===== src/rtl/line_peak_finder_if.sv =====
// Sample stream, line-start level, host handshake and result bus of line_peak_finder.
// The slave modport is the finder; the master modport is the ADC/host side.
interface line_peak_finder_if #(
    parameter int DW = 12,
    parameter int IW = 7
);
    logic          sample_control;
    logic          new_Data;
    logic [DW-1:0] pdata1;
    logic [DW-1:0] pdata2;
    logic [DW-1:0] threshold;
    logic          line_ack;
    logic          line_valid;
    logic [DW-1:0] peak1_val;
    logic [DW-1:0] peak2_val;
    logic [IW-1:0] peak1_idx;
    logic [IW-1:0] peak2_idx;
    logic          peak1_found;
    logic          peak2_found;
    logic          overrun;
    logic          short_line;
    logic          busy;

    modport master (
        output sample_control, new_Data, pdata1, pdata2, threshold, line_ack,
        input  line_valid, peak1_val, peak2_val, peak1_idx, peak2_idx,
               peak1_found, peak2_found, overrun, short_line, busy
    );

    modport slave (
        input  sample_control, new_Data, pdata1, pdata2, threshold, line_ack,
        output line_valid, peak1_val, peak2_val, peak1_idx, peak2_idx,
               peak1_found, peak2_found, overrun, short_line, busy
    );
endinterface


===== src/rtl/line_peak_finder.sv =====
// Frames each sensor line on a synchronized sample_control rising edge, tracks per-channel
// peak value/index over PIXELS samples and hands one result set per line to the host.
module line_peak_finder #(
    parameter int PIXELS = 128,
    parameter int DW     = 12,
    parameter int IW     = 7
) (
    input logic               clk_20M,
    input logic               reset,
    line_peak_finder_if.slave bus
);
    typedef enum logic {IDLE, ACQ} state_t;

    state_t        state, state_next;
    logic          s1, s2, s3, start;
    logic          clear, take, complete, restart;
    logic          last_pix, ack_hit;
    logic [IW-1:0] pix, idx1, idx2, idx1_next, idx2_next;
    logic [DW-1:0] max1, max2, max1_next, max2_next;
    logic          line_valid, overrun, short_line;
    logic [DW-1:0] peak1_val, peak2_val;
    logic [IW-1:0] peak1_idx, peak2_idx;
    logic          peak1_found, peak2_found;

    // s1/s2 synchronize the asynchronous level; s3 delays it for rising-edge detection.
    always_ff @(posedge clk_20M) begin
        if (reset) begin
            s1 <= 1'b0;
            s2 <= 1'b0;
            s3 <= 1'b0;
        end else begin
            // NOTE: non-blocking so each flop takes its neighbour's pre-edge value; blocking
            // assignments here would collapse the three-stage chain into a single flop.
            s1 <= bus.sample_control;
            s2 <= s1;
            s3 <= s2;
        end
    end

    assign start    = s2 & ~s3;
    assign last_pix = (pix == IW'(PIXELS - 1));
    assign ack_hit  = bus.line_ack & line_valid;

    always_ff @(posedge clk_20M) begin
        if (reset) state <= IDLE;
        else       state <= state_next;
    end

    always_comb begin
        // NOTE: every signal driven here gets a default first, so no path through the case
        // leaves one unassigned and no latch is inferred.
        state_next = state;
        clear      = 1'b0;
        take       = 1'b0;
        complete   = 1'b0;
        restart    = 1'b0;
        case (state)
            IDLE: begin
                if (start) begin
                    state_next = ACQ;
                    clear      = 1'b1;
                end
            end
            ACQ: begin
                if (start) begin
                    clear   = 1'b1;
                    restart = 1'b1;
                end else if (bus.new_Data) begin
                    take = 1'b1;
                    if (last_pix) begin
                        complete   = 1'b1;
                        state_next = IDLE;
                    end
                end
            end
            default: state_next = IDLE;
        endcase
    end

    // Strict greater-than keeps the earliest index on ties.
    always_comb begin
        max1_next = max1;
        idx1_next = idx1;
        max2_next = max2;
        idx2_next = idx2;
        if (bus.pdata1 > max1) begin
            max1_next = bus.pdata1;
            idx1_next = pix;
        end
        if (bus.pdata2 > max2) begin
            max2_next = bus.pdata2;
            idx2_next = pix;
        end
    end

    always_ff @(posedge clk_20M) begin
        if (reset || clear) begin
            pix  <= '0;
            max1 <= '0;
            max2 <= '0;
            idx1 <= '0;
            idx2 <= '0;
        end else if (take) begin
            pix  <= last_pix ? '0 : pix + IW'(1);
            max1 <= max1_next;
            max2 <= max2_next;
            idx1 <= idx1_next;
            idx2 <= idx2_next;
        end
    end

    always_ff @(posedge clk_20M) begin
        if (reset) begin
            line_valid  <= 1'b0;
            overrun     <= 1'b0;
            short_line  <= 1'b0;
            peak1_val   <= '0;
            peak2_val   <= '0;
            peak1_idx   <= '0;
            peak2_idx   <= '0;
            peak1_found <= 1'b0;
            peak2_found <= 1'b0;
        end else begin
            if (complete) begin
                peak1_val   <= max1_next;
                peak2_val   <= max2_next;
                peak1_idx   <= idx1_next;
                peak2_idx   <= idx2_next;
                peak1_found <= (max1_next >= bus.threshold);
                peak2_found <= (max2_next >= bus.threshold);
                line_valid  <= 1'b1;
                if (line_valid) overrun    <= 1'b1;
                if (ack_hit)    short_line <= 1'b0;
            end else if (ack_hit) begin
                line_valid <= 1'b0;
                overrun    <= 1'b0;
                short_line <= 1'b0;
            end
            if (restart) short_line <= 1'b1;
        end
    end

    assign bus.busy        = (state == ACQ);
    assign bus.line_valid  = line_valid;
    assign bus.overrun     = overrun;
    assign bus.short_line  = short_line;
    assign bus.peak1_val   = peak1_val;
    assign bus.peak2_val   = peak2_val;
    assign bus.peak1_idx   = peak1_idx;
    assign bus.peak2_idx   = peak2_idx;
    assign bus.peak1_found = peak1_found;
    assign bus.peak2_found = peak2_found;
endmodule

===== src/flat_wrapper.sv =====
// flat-port wrapper written by rule: the top's interface ports become plain ports
module line_peak_finder_flat 
#(
    parameter int PIXELS = 128,
    parameter int DW     = 12,
    parameter int IW     = 7
)
  (clk_20M, reset, bus_sample_control, bus_new_Data, bus_pdata1, bus_pdata2, bus_threshold, bus_line_ack, bus_line_valid, bus_peak1_val, bus_peak2_val, bus_peak1_idx, bus_peak2_idx, bus_peak1_found, bus_peak2_found, bus_overrun, bus_short_line, bus_busy);
  line_peak_finder_if #(.DW(DW), .IW(IW)) bus_i ();
  input logic clk_20M;
  input logic reset;
  input wire logic [$bits(bus_i.sample_control)-1:0] bus_sample_control;
  input wire logic [$bits(bus_i.new_Data)-1:0] bus_new_Data;
  input wire logic [$bits(bus_i.pdata1)-1:0] bus_pdata1;
  input wire logic [$bits(bus_i.pdata2)-1:0] bus_pdata2;
  input wire logic [$bits(bus_i.threshold)-1:0] bus_threshold;
  input wire logic [$bits(bus_i.line_ack)-1:0] bus_line_ack;
  output wire logic [$bits(bus_i.line_valid)-1:0] bus_line_valid;
  output wire logic [$bits(bus_i.peak1_val)-1:0] bus_peak1_val;
  output wire logic [$bits(bus_i.peak2_val)-1:0] bus_peak2_val;
  output wire logic [$bits(bus_i.peak1_idx)-1:0] bus_peak1_idx;
  output wire logic [$bits(bus_i.peak2_idx)-1:0] bus_peak2_idx;
  output wire logic [$bits(bus_i.peak1_found)-1:0] bus_peak1_found;
  output wire logic [$bits(bus_i.peak2_found)-1:0] bus_peak2_found;
  output wire logic [$bits(bus_i.overrun)-1:0] bus_overrun;
  output wire logic [$bits(bus_i.short_line)-1:0] bus_short_line;
  output wire logic [$bits(bus_i.busy)-1:0] bus_busy;
  assign bus_i.sample_control = bus_sample_control;
  assign bus_i.new_Data = bus_new_Data;
  assign bus_i.pdata1 = bus_pdata1;
  assign bus_i.pdata2 = bus_pdata2;
  assign bus_i.threshold = bus_threshold;
  assign bus_i.line_ack = bus_line_ack;
  assign bus_line_valid = bus_i.line_valid;
  assign bus_peak1_val = bus_i.peak1_val;
  assign bus_peak2_val = bus_i.peak2_val;
  assign bus_peak1_idx = bus_i.peak1_idx;
  assign bus_peak2_idx = bus_i.peak2_idx;
  assign bus_peak1_found = bus_i.peak1_found;
  assign bus_peak2_found = bus_i.peak2_found;
  assign bus_overrun = bus_i.overrun;
  assign bus_short_line = bus_i.short_line;
  assign bus_busy = bus_i.busy;
  line_peak_finder #(.PIXELS(PIXELS), .DW(DW), .IW(IW)) u_core (.clk_20M(clk_20M), .reset(reset), .bus(bus_i));
endmodule

===== config.mk =====
export PLATFORM = sky130hd
export DESIGN_NAME = line_peak_finder_flat
export DESIGN_NICKNAME = d
export VERILOG_FILES = /design/src/rtl/line_peak_finder_if.sv /design/src/rtl/line_peak_finder.sv /design/src/flat_wrapper.sv
export SDC_FILE = /design/constraint.sdc
export NUM_CORES = 1
export LEC_CHECK = 0
export ABC_AREA = 1
export CAP_MARGIN = 20
export CELL_PAD_IN_SITES_DETAIL_PLACEMENT = 0
export CELL_PAD_IN_SITES_GLOBAL_PLACEMENT = 1
export CORE_AREA = 10 10 145 147
export DETAILED_ROUTE_END_ITERATION = 10
export DIE_AREA = 0 0 155 157
export PLACE_DENSITY_LB_ADDON = 0.2
export SLEW_MARGIN = 40
export SYNTH_ARGS = -nofsm -noshare
export SYNTH_HDL_FRONTEND = slang
export SYNTH_SLANG_ARGS = --single-unit

===== constraint.sdc =====
create_clock -name clk_20M -period 3.7 [get_ports clk_20M]
set_input_delay 0.74 -clock clk_20M [delete_from_list [all_inputs] [get_ports clk_20M]]
set_output_delay 0.74 -clock clk_20M [all_outputs]
set_load 0.02 [all_outputs]

* Yosys cells after proc, flatten, opt, wreduce, memory -nomap -nowiden
Index checks and enable logic that the tools add are counted.
Word-level totals: input port bits 41, output and inout port bits 44, logic and storage cells 56, register bits after elaboration 92
Cells by class: equal/unequal tests 2, order comparisons 4, add/sub/neg operators 1, mux-type cells 23, reductions and logical operators 4, bitwise gates (word level) 4
Operators with widths (count):
- $ge 12x12->1 | 2
- $gt 12x12->1 | 2
- $mux 12 | 2
- $mux 7 | 3
- $mux 1 | 17
- $add 7x1->7 const B | 1
- $eq 7x7->1 const B | 1
- $reduce_bool 2->1 | 2
- $and 1x1->1 | 2
- $ne 2x2->1 const B | 1
- $not 1->1 | 2
- $pmux 1 s2 | 1
- $reduce_and 2->1 | 1
- $logic_or 1x1->1 | 1

* Depth between registers and ports, before layout
Gate-level depths: netlist (run 1).
word-level depth 7, gate-level depth with buffers 21, gate-level depth less buffers 20

* Worst setup path before layout (run 1)
OpenSTA, ideal clock, no wires.
kind input -> register, from input bus_pdata2[11], to register u_core.peak2_found, in the netlist u_core.bus.peak2_found, data required time 3.581 ns, buffers on the path 1, setup time 0.119 ns, arrival time 2.694 ns, slack 0.886 ns, stages 18, cells stage by stage ha_1 > nand2_1 > inv_1 > nand2_1 > inv_1 > nand2_1 > nand3_1 > nand2_1 > clkbuf_1 > nand2_1 > and2_1 > ha_1 > a21oi_1 > nor2_1 > nor2_1 > nand3_1 > nor2_1 > a21oi_1
On the way: word-level cells in the longest chain between the ends 3
RTL lines:
- start: declaration | RTL line flat_wrapper.sv:15 | input wire logic [$bits(bus_i.pdata2)-1:0] bus_pdata2;
- $gt 12x12->1 | RTL line line_peak_finder.sv:90 | if (bus.pdata2 > max2) begin
- $mux 12 | RTL line line_peak_finder.sv:90
- via u_core.max2_next[9] | RTL line line_peak_finder.sv:19 | logic [DW-1:0] max1, max2, max1_next, max2_next;
- $ge 12x12->1 | RTL line line_peak_finder.sv:130 | peak2_found <= (max2_next >= bus.threshold);
- end signal: assignment | RTL line line_peak_finder.sv:130
- end: declaration | RTL line line_peak_finder.sv:23 | logic peak1_found, peak2_found;
The timed path passes the listed nets, and every way through them passes these cells. A chain may end at the register's enable or synchronous reset.

* Worst setup path in the final report (run 1)
from input bus_pdata2[9], to register u_core.peak2_found, in the netlist u_core.bus.peak2_found
Same word-level chain as after synthesis.

==> flow_metrics.tcl, run 1 <==
set metrics [dict create \
    status "finished, final reports clean" \
    min_period_ps 3100 \
    hold_buffers 0 \
    antenna_found_initial 0 \
    grt_use_met3_pct 3.11 \
    p_per_area_mw_per_mm2 354 \
    async_reset_ff_share_pct 0 \
    hpwl_microns 12300 \
    grt_setup_unrepaired "false" \
    first_pass_iters 4 \
    drv_cap 0 \
    place_area_sq_mm 0.00641 \
    rows 50 \
    crit_fanout 10 \
    synth-seq-cells 92 \
    worstSetupEndpointType "register" \
    synth_edf_count 0 \
    path_clk_slew_ps 70 \
    post-route-period-util_pct 83.7 \
    die_x_microns 155 \
    fin_nets 963 \
    avgSynthCellArea_sq_um 6.70 \
    cts.repair.resized 0 \
    cts_sinks 92 \
    grt_pass1_wl_microns 26400 \
    routedWlPerCell_microns 14.6 \
    skew_ps 10.1 \
    hp-class "reg -> reg" \
    io_buffers 84 \
    stdcell_area_sq_mm 0.00672 \
    hold_viol 0 \
    drive_gt1_share_pct 4.67 \
    grt_use_met2_pct 22.5 \
    overflow 0 \
    h-tree-depth 3 \
    drc_errors 0 \
    synth_cells 794 \
    drt-total-wl_microns 16300 \
    cp_data_required_time_ps 3990 \
    dieHeight_microns 157 \
    cts_root_buf "clkbuf_16" \
    cts_buffers 9 \
    grtUsageTotal_pct 13.5 \
    first_global_vias 4874 \
    met1_usage_pct 17.4 \
    ios 85 \
    core-area_sq_mm 0.0183 \
    globalplace.congestion 0.778 \
    dieArea_sq_mm 0.0243 \
    synth.distinct_cells 28 \
    synth-seq-area-share_pct 34.6 \
    yosysWarnings 0 \
    vias 4982 \
    ys.flop_type "dfxtp_1" \
    setup-tns-final_ps 0 \
    critPathArrivalTime_ps 3380 \
    peakVddDrop_mv 0.210 \
    antenna-diode-count 0 \
    cp-start-kind "input pin" \
    vias_per_cell 4.48 \
    worstMarginPinSlew_ps 602 \
    synth_area_sq_mm 0.00532 \
    crit_type "in -> reg" \
    top_usage_layer "met2" \
    dr.first_iter.drc_count 215 \
    cts_max_path_buffers 2 \
    post_cts_buffers 0 \
    relSlewSlack_pct 59.8 \
    insertion_delay_ps 350 \
    leakage_uw 0.00330 \
    grt_max_degree 44 \
    maxSlewViolCount 0 \
    ant_nets 0 \
    area_delta_synth_final_pct 26.4 \
    finalSetupViolCount 0 \
    cts_tree "built" \
    start_util_pct 29.0 \
    synth_fp_nets 884 \
    max_freq_mhz 323 \
]
[registers in the layout, summed over array words and instances, names as in the netlist, 7 cells and up]
| name | cells |
|---|---|
| u_core.idx2 | 7 |
| u_core.idx1 | 7 |
| u_core.max1 | 12 |
| u_core.bus.peak1_idx | 7 |
| u_core.pix | 7 |
| u_core.bus.peak2_idx | 7 |
| u_core.bus.peak2_val | 12 |
| u_core.max2 | 12 |
| u_core.bus.peak1_val | 12 |
[layout by cell type, fill, tap and decap left out, drive strengths merged]
master	Yosys	layout
a211oi	2	2
a21boi	2	2
a21o	2	2
a21oi	50	50
and2	7	7
buf	25	20
bufinv	0	1
clkbuf	11	10
clkdlybuf4s50	0	84
clkinv	1	3
clkinvlp	0	1
dfxtp	92	92
ha	49	49
inv	117	119
nand2	244	244
nand3	116	116
nand3b	7	7
nand4	3	3
nor2	45	45
nor3	5	5
nor3b	1	1
nor4	1	1
o211ai	1	1
o21ai	12	12
o22ai	1	1
[cell families (layout without fill, tap and decap cells)]
family / after synthesis / in the layout / synth area share (%)
AO/OA/AOI/OAI: 70 / 70 / 6.94
flip-flops: 92 / 92 / 34.6
adder cells (fa/ha/maj): 49 / 49 / 11.5
buffers and inverters: 154 / 238 / 11.9
AND/OR/NAND/NOR: 429 / 429 / 35.0
[power by group]
| part | switching [uW] | internal, uW |
|---|---|---|
| Combinational | 222 | 154 |
| Sequential | 8.39 | 1010 |
| Clock | 443 | 548 |
[routing by layer]
metal	vias to the layer above	part of all wire [%]	wire [microns]
li1	2665	-	-
met1	2228	48	7760
met3	9	4.5	727
met5	-	0	0
met4	0	0.77	125
met2	80	47	7670
[worst paths after layout]
path / startpoint / end / slack (ps) / cells after the start
worst min-delay path: u_core.s1 / u_core.s2 / 410 / 2
worst max-delay path: bus_pdata2[9] / u_core.bus.peak2_found / 600 / 17
worst max register to register: u_core.max1[7] / u_core.bus.peak1_found / 1110 / 16
worst min register to register: u_core.s1 / u_core.s2 / 410 / 2
[per-stage QoR]
| stage | util, % | setup slack, ps | power (uW) | hold WS [ps] | std cells |
|---|---|---|---|---|---|
| CTS | 36.7 | 557 | 2420 | 408 | 1112 |
| floorplan | - | 886 | 1270 | 388 | 794 |
| detailed placement | 35.0 | 195 | 1420 | 396 | 1096 |
| finish | 36.7 | 604 | 2380 | 408 | 1112 |
| global route | 36.7 | 315 | 2520 | 454 | 1112 |
| global placement | 35.0 | 211 | 1420 | 390 | 1096 |
[critical path, stage by stage]
cell,delay [ps]
clkdlybuf4s50_1,470
ha_1,330
a21oi_1,170
nor2_1,60
nor2_1,80
nand3_1,120
nand2_1,100
buf_4,170
nand2_1,80
and2_1,160
ha_1,290
nand2_1,70
o21ai_0,190
nand2_1,70
nand3_1,70
nor2_1,40
a21oi_1,150
[area by class of cell]
class | instances | area, sq um
fillers | 1990 | 11600
clock inverters | 6 | 68.8
multi-input cells | 548 | 2840
repair buffers | 104 | 991
well taps | 234 | 293
clock buffers | 10 | 239
flip-flops and latches | 92 | 1840
inverters | 118 | 443
[Yosys cell counts (2+ instances only)]
| cell type | count | area (sq um) |
|---|---|---|
| clkbuf_1 | 11 | 41.3 |
| nor2_4 | 2 | 22.5 |
| nand3_1 | 116 | 581 |
| nor3_1 | 5 | 25.0 |
| nor2_1 | 42 | 158 |
| nand2_1 | 242 | 908 |
| buf_4 | 2 | 15.0 |
| buf_6 | 3 | 33.8 |
| nand4_1 | 3 | 18.8 |
| a21oi_1 | 50 | 250 |
| a21o_1 | 2 | 15.0 |
| o21ai_0 | 12 | 60.1 |
| a21boi_0 | 2 | 15.0 |
| ha_1 | 49 | 613 |
| buf_2 | 20 | 100 |
| and2_1 | 7 | 43.8 |
| dfxtp_1 | 92 | 1840 |
| nand3b_1 | 7 | 52.6 |
| inv_1 | 117 | 439 |
| a211oi_1 | 2 | 15.0 |
(Power assumes the default switching activity.)
==> run 2: changes to the inputs <==
clock period = 2.6 ns   (was 3.7 ns; I/O delays follow)
==> run 2 against run 1 <==
Effect of this change: critical path depth fell by 1; largest cell class unchanged; worst hold slack got worse by 2.0 ps; sequential power grew 43%; total power increased by 48%; wire length increased by 3.4%; die area stayed put; combinational power rose by 100%; critical path type unchanged; first-iteration DRC count increased by 9.8%; sequential cell count unchanged; final area is 14% higher.
==> flow_metrics.tcl, run 2 (same netlist as run 1, synthesis figures left out) <==
set metrics [dict create \
    routedWlPerCell_microns 14.3 \
    drive_gt1_share_pct 20.5 \
    final_common_cell "nand2_1" \
    post-route-period-util_pct 95.0 \
    antenna_found_initial 0 \
    place_area_sq_mm 0.00687 \
    status "finished, final reports clean" \
    dieArea_sq_mm 0.0243 \
    cpMostUsedCell "nand4_1" \
    grt_max_degree 44 \
    worstSetupEndpointType "register" \
    cts_sinks 92 \
    max_freq_mhz 405 \
    setup_ws_ps 130 \
    first_pass_iters 4 \
    finalSetupViolCount 0 \
    grtUsageTotal_pct 13.9 \
    final_cell_mix "nand2_1 (211), inv_1 (112), nand3_1 (110)" \
    maxSlewViolCount 0 \
    cp-startpoint "bus_pdata2[5]" \
    skew_ps 11.0 \
    drt-total-wl_microns 16800 \
    path_clk_slew_ps 70 \
    swShare_pct 29.9 \
    crit-reg2reg-launch "u_core.max2[4]" \
    fin_nets 1027 \
    fin_util_pct 41.8 \
    leakage_uw 0.00370 \
    pre_cts_ws_ps -614 \
    antenna-diode-count 0 \
    overflow 0 \
    crit_fanout 6 \
    hold_viol 0 \
    io_buffers 84 \
    path_cells "clkdlybuf4s15_1, ha_4, nand4_1, nor2_2, nand2_2, nand3_4, buf_6, nand3b_1, and2_4, ha_1, nand4_1, inv_1, nand2_1, nand3_1, nor2_1, a21oi_1" \
    p_int_uw 2470 \
    first_global_vias 5056 \
    crit_path_max_incr_delay_ps 300 \
    ant_nets 0 \
    min-delay-start "u_core.s1" \
    dr.first_iter.drc_count 236 \
    slowest_stage "ha_4" \
    worstMarginPinSlew_ps 510 \
    cpLargestDelayFamily "simple AND/OR/NAND/NOR gates" \
    p_comb_share_pct 21.7 \
    path_buf_inv 3 \
    cts_root_buf "clkbuf_16" \
    vias 5236 \
    grt_pass1_wl_microns 27100 \
    area_delta_synth_final_pct 44.2 \
    hpwl_microns 12500 \
    cts_tree "built" \
    dieHeight_microns 157 \
    cp_data_required_time_ps 2840 \
    insertion_delay_ps 350 \
    stdcell_area_sq_mm 0.00767 \
    p_per_area_mw_per_mm2 459 \
    relSlewSlack_pct 66.0 \
    peakVddDrop_mv 0.302 \
    critPathArrivalTime_ps 2710 \
    fill_cells 1887 \
    crit_type "in -> reg" \
    grt_use_met2_pct 22.8 \
    hp-class "reg -> reg" \
    cts_buffers 9 \
    grt_use_met3_pct 2.81 \
    drc_errors 0 \
    drv_cap 0 \
    ios 85 \
    top_usage_layer "met2" \
    start_util_pct 29.0 \
    min_period_ps 2470 \
    die_x_microns 155 \
    vias_per_cell 4.45 \
    cts_max_path_buffers 2 \
    met1_usage_pct 18.0 \
    core-area_sq_mm 0.0183 \
    power.share.clock_pct 37.3 \
    p_sw_uw 1050 \
    seq_power_share_pct 41.0 \
    cp-start-kind "input pin" \
    h-tree-depth 3 \
    rows 50 \
    globalplace.congestion 0.779 \
]
run 2: final timing paths:
check,end,cells past startpoint,slack (ps)
worst max register to register,u_core.bus.peak2_found,16,160
worst max-delay path,u_core.bus.peak2_found,16,130
worst min register to register,u_core.s2,2,410
worst min-delay path,u_core.s2,2,410
run 2: timing repair:
| item | CTS | global route |
|---|---|---|
| buffers inserted | 3 | 1 |
| hold buffers | 0 | 0 |
| endpoints found under the setup margin | 2 | 2 |
| gates cloned | 2 | 0 |
| resized for setup | 80 | 67 |
| pin swaps | 39 | 32 |
run 2: metrics by stage:
step	power, uW	hold WS (ps)	cells	setup TNS (ps)
2_1_floorplan	1810	388	794	0
3_3_place_gp	2110	398	1154	-1240
3_5_place_dp	2110	395	1154	-1220
4_1_cts	3500	405	1175	0
5_1_grt	3730	409	1176	-19.1
6_report	3520	406	1176	0
run 2: layer usage:
| layer | up-vias | routed length (microns) |
|---|---|---|
| li1 | 2796 | - |
| met1 | 2348 | 8090 |
| met2 | 79 | 7810 |
| met3 | 13 | 738 |
| met4 | 0 | 191 |
| met5 | - | 0 |
run 2: worst reg2reg max path: cells and delay by family (launching register included):
kind | cells | cell delay [ps]
AO/OA/AOI/OAI | 1 | 70
adder cells (fa/ha/maj) | 2 | 530
AND/OR/NAND/NOR | 10 | 1180
buffers and inverters | 3 | 240
flip-flops | 1 | 330
run 2: layout make-up:
cell class                      instances  area [sq um]  area share [%]
Clock inverter                          7          57.6           0.751
Tap cell                              234           293            3.82
Timing Repair Buffer                  168          1520            19.8
Multi-Input combinational cell        548          3280            42.8
Inverter                              118           443            5.78
Sequential cell                        92          1850            24.1
Clock buffer                            9           225            2.94
run 2: power groups by stage:
stage                     combinational, uW  sequential [uW]  clock [uW]
after detailed placement                638             1480           0
final                                   766             1440        1310
after floorplan                         338             1470           0
after global placement                  635             1480           0
after global routing                    861             1450        1420
after CTS                               704             1440        1360
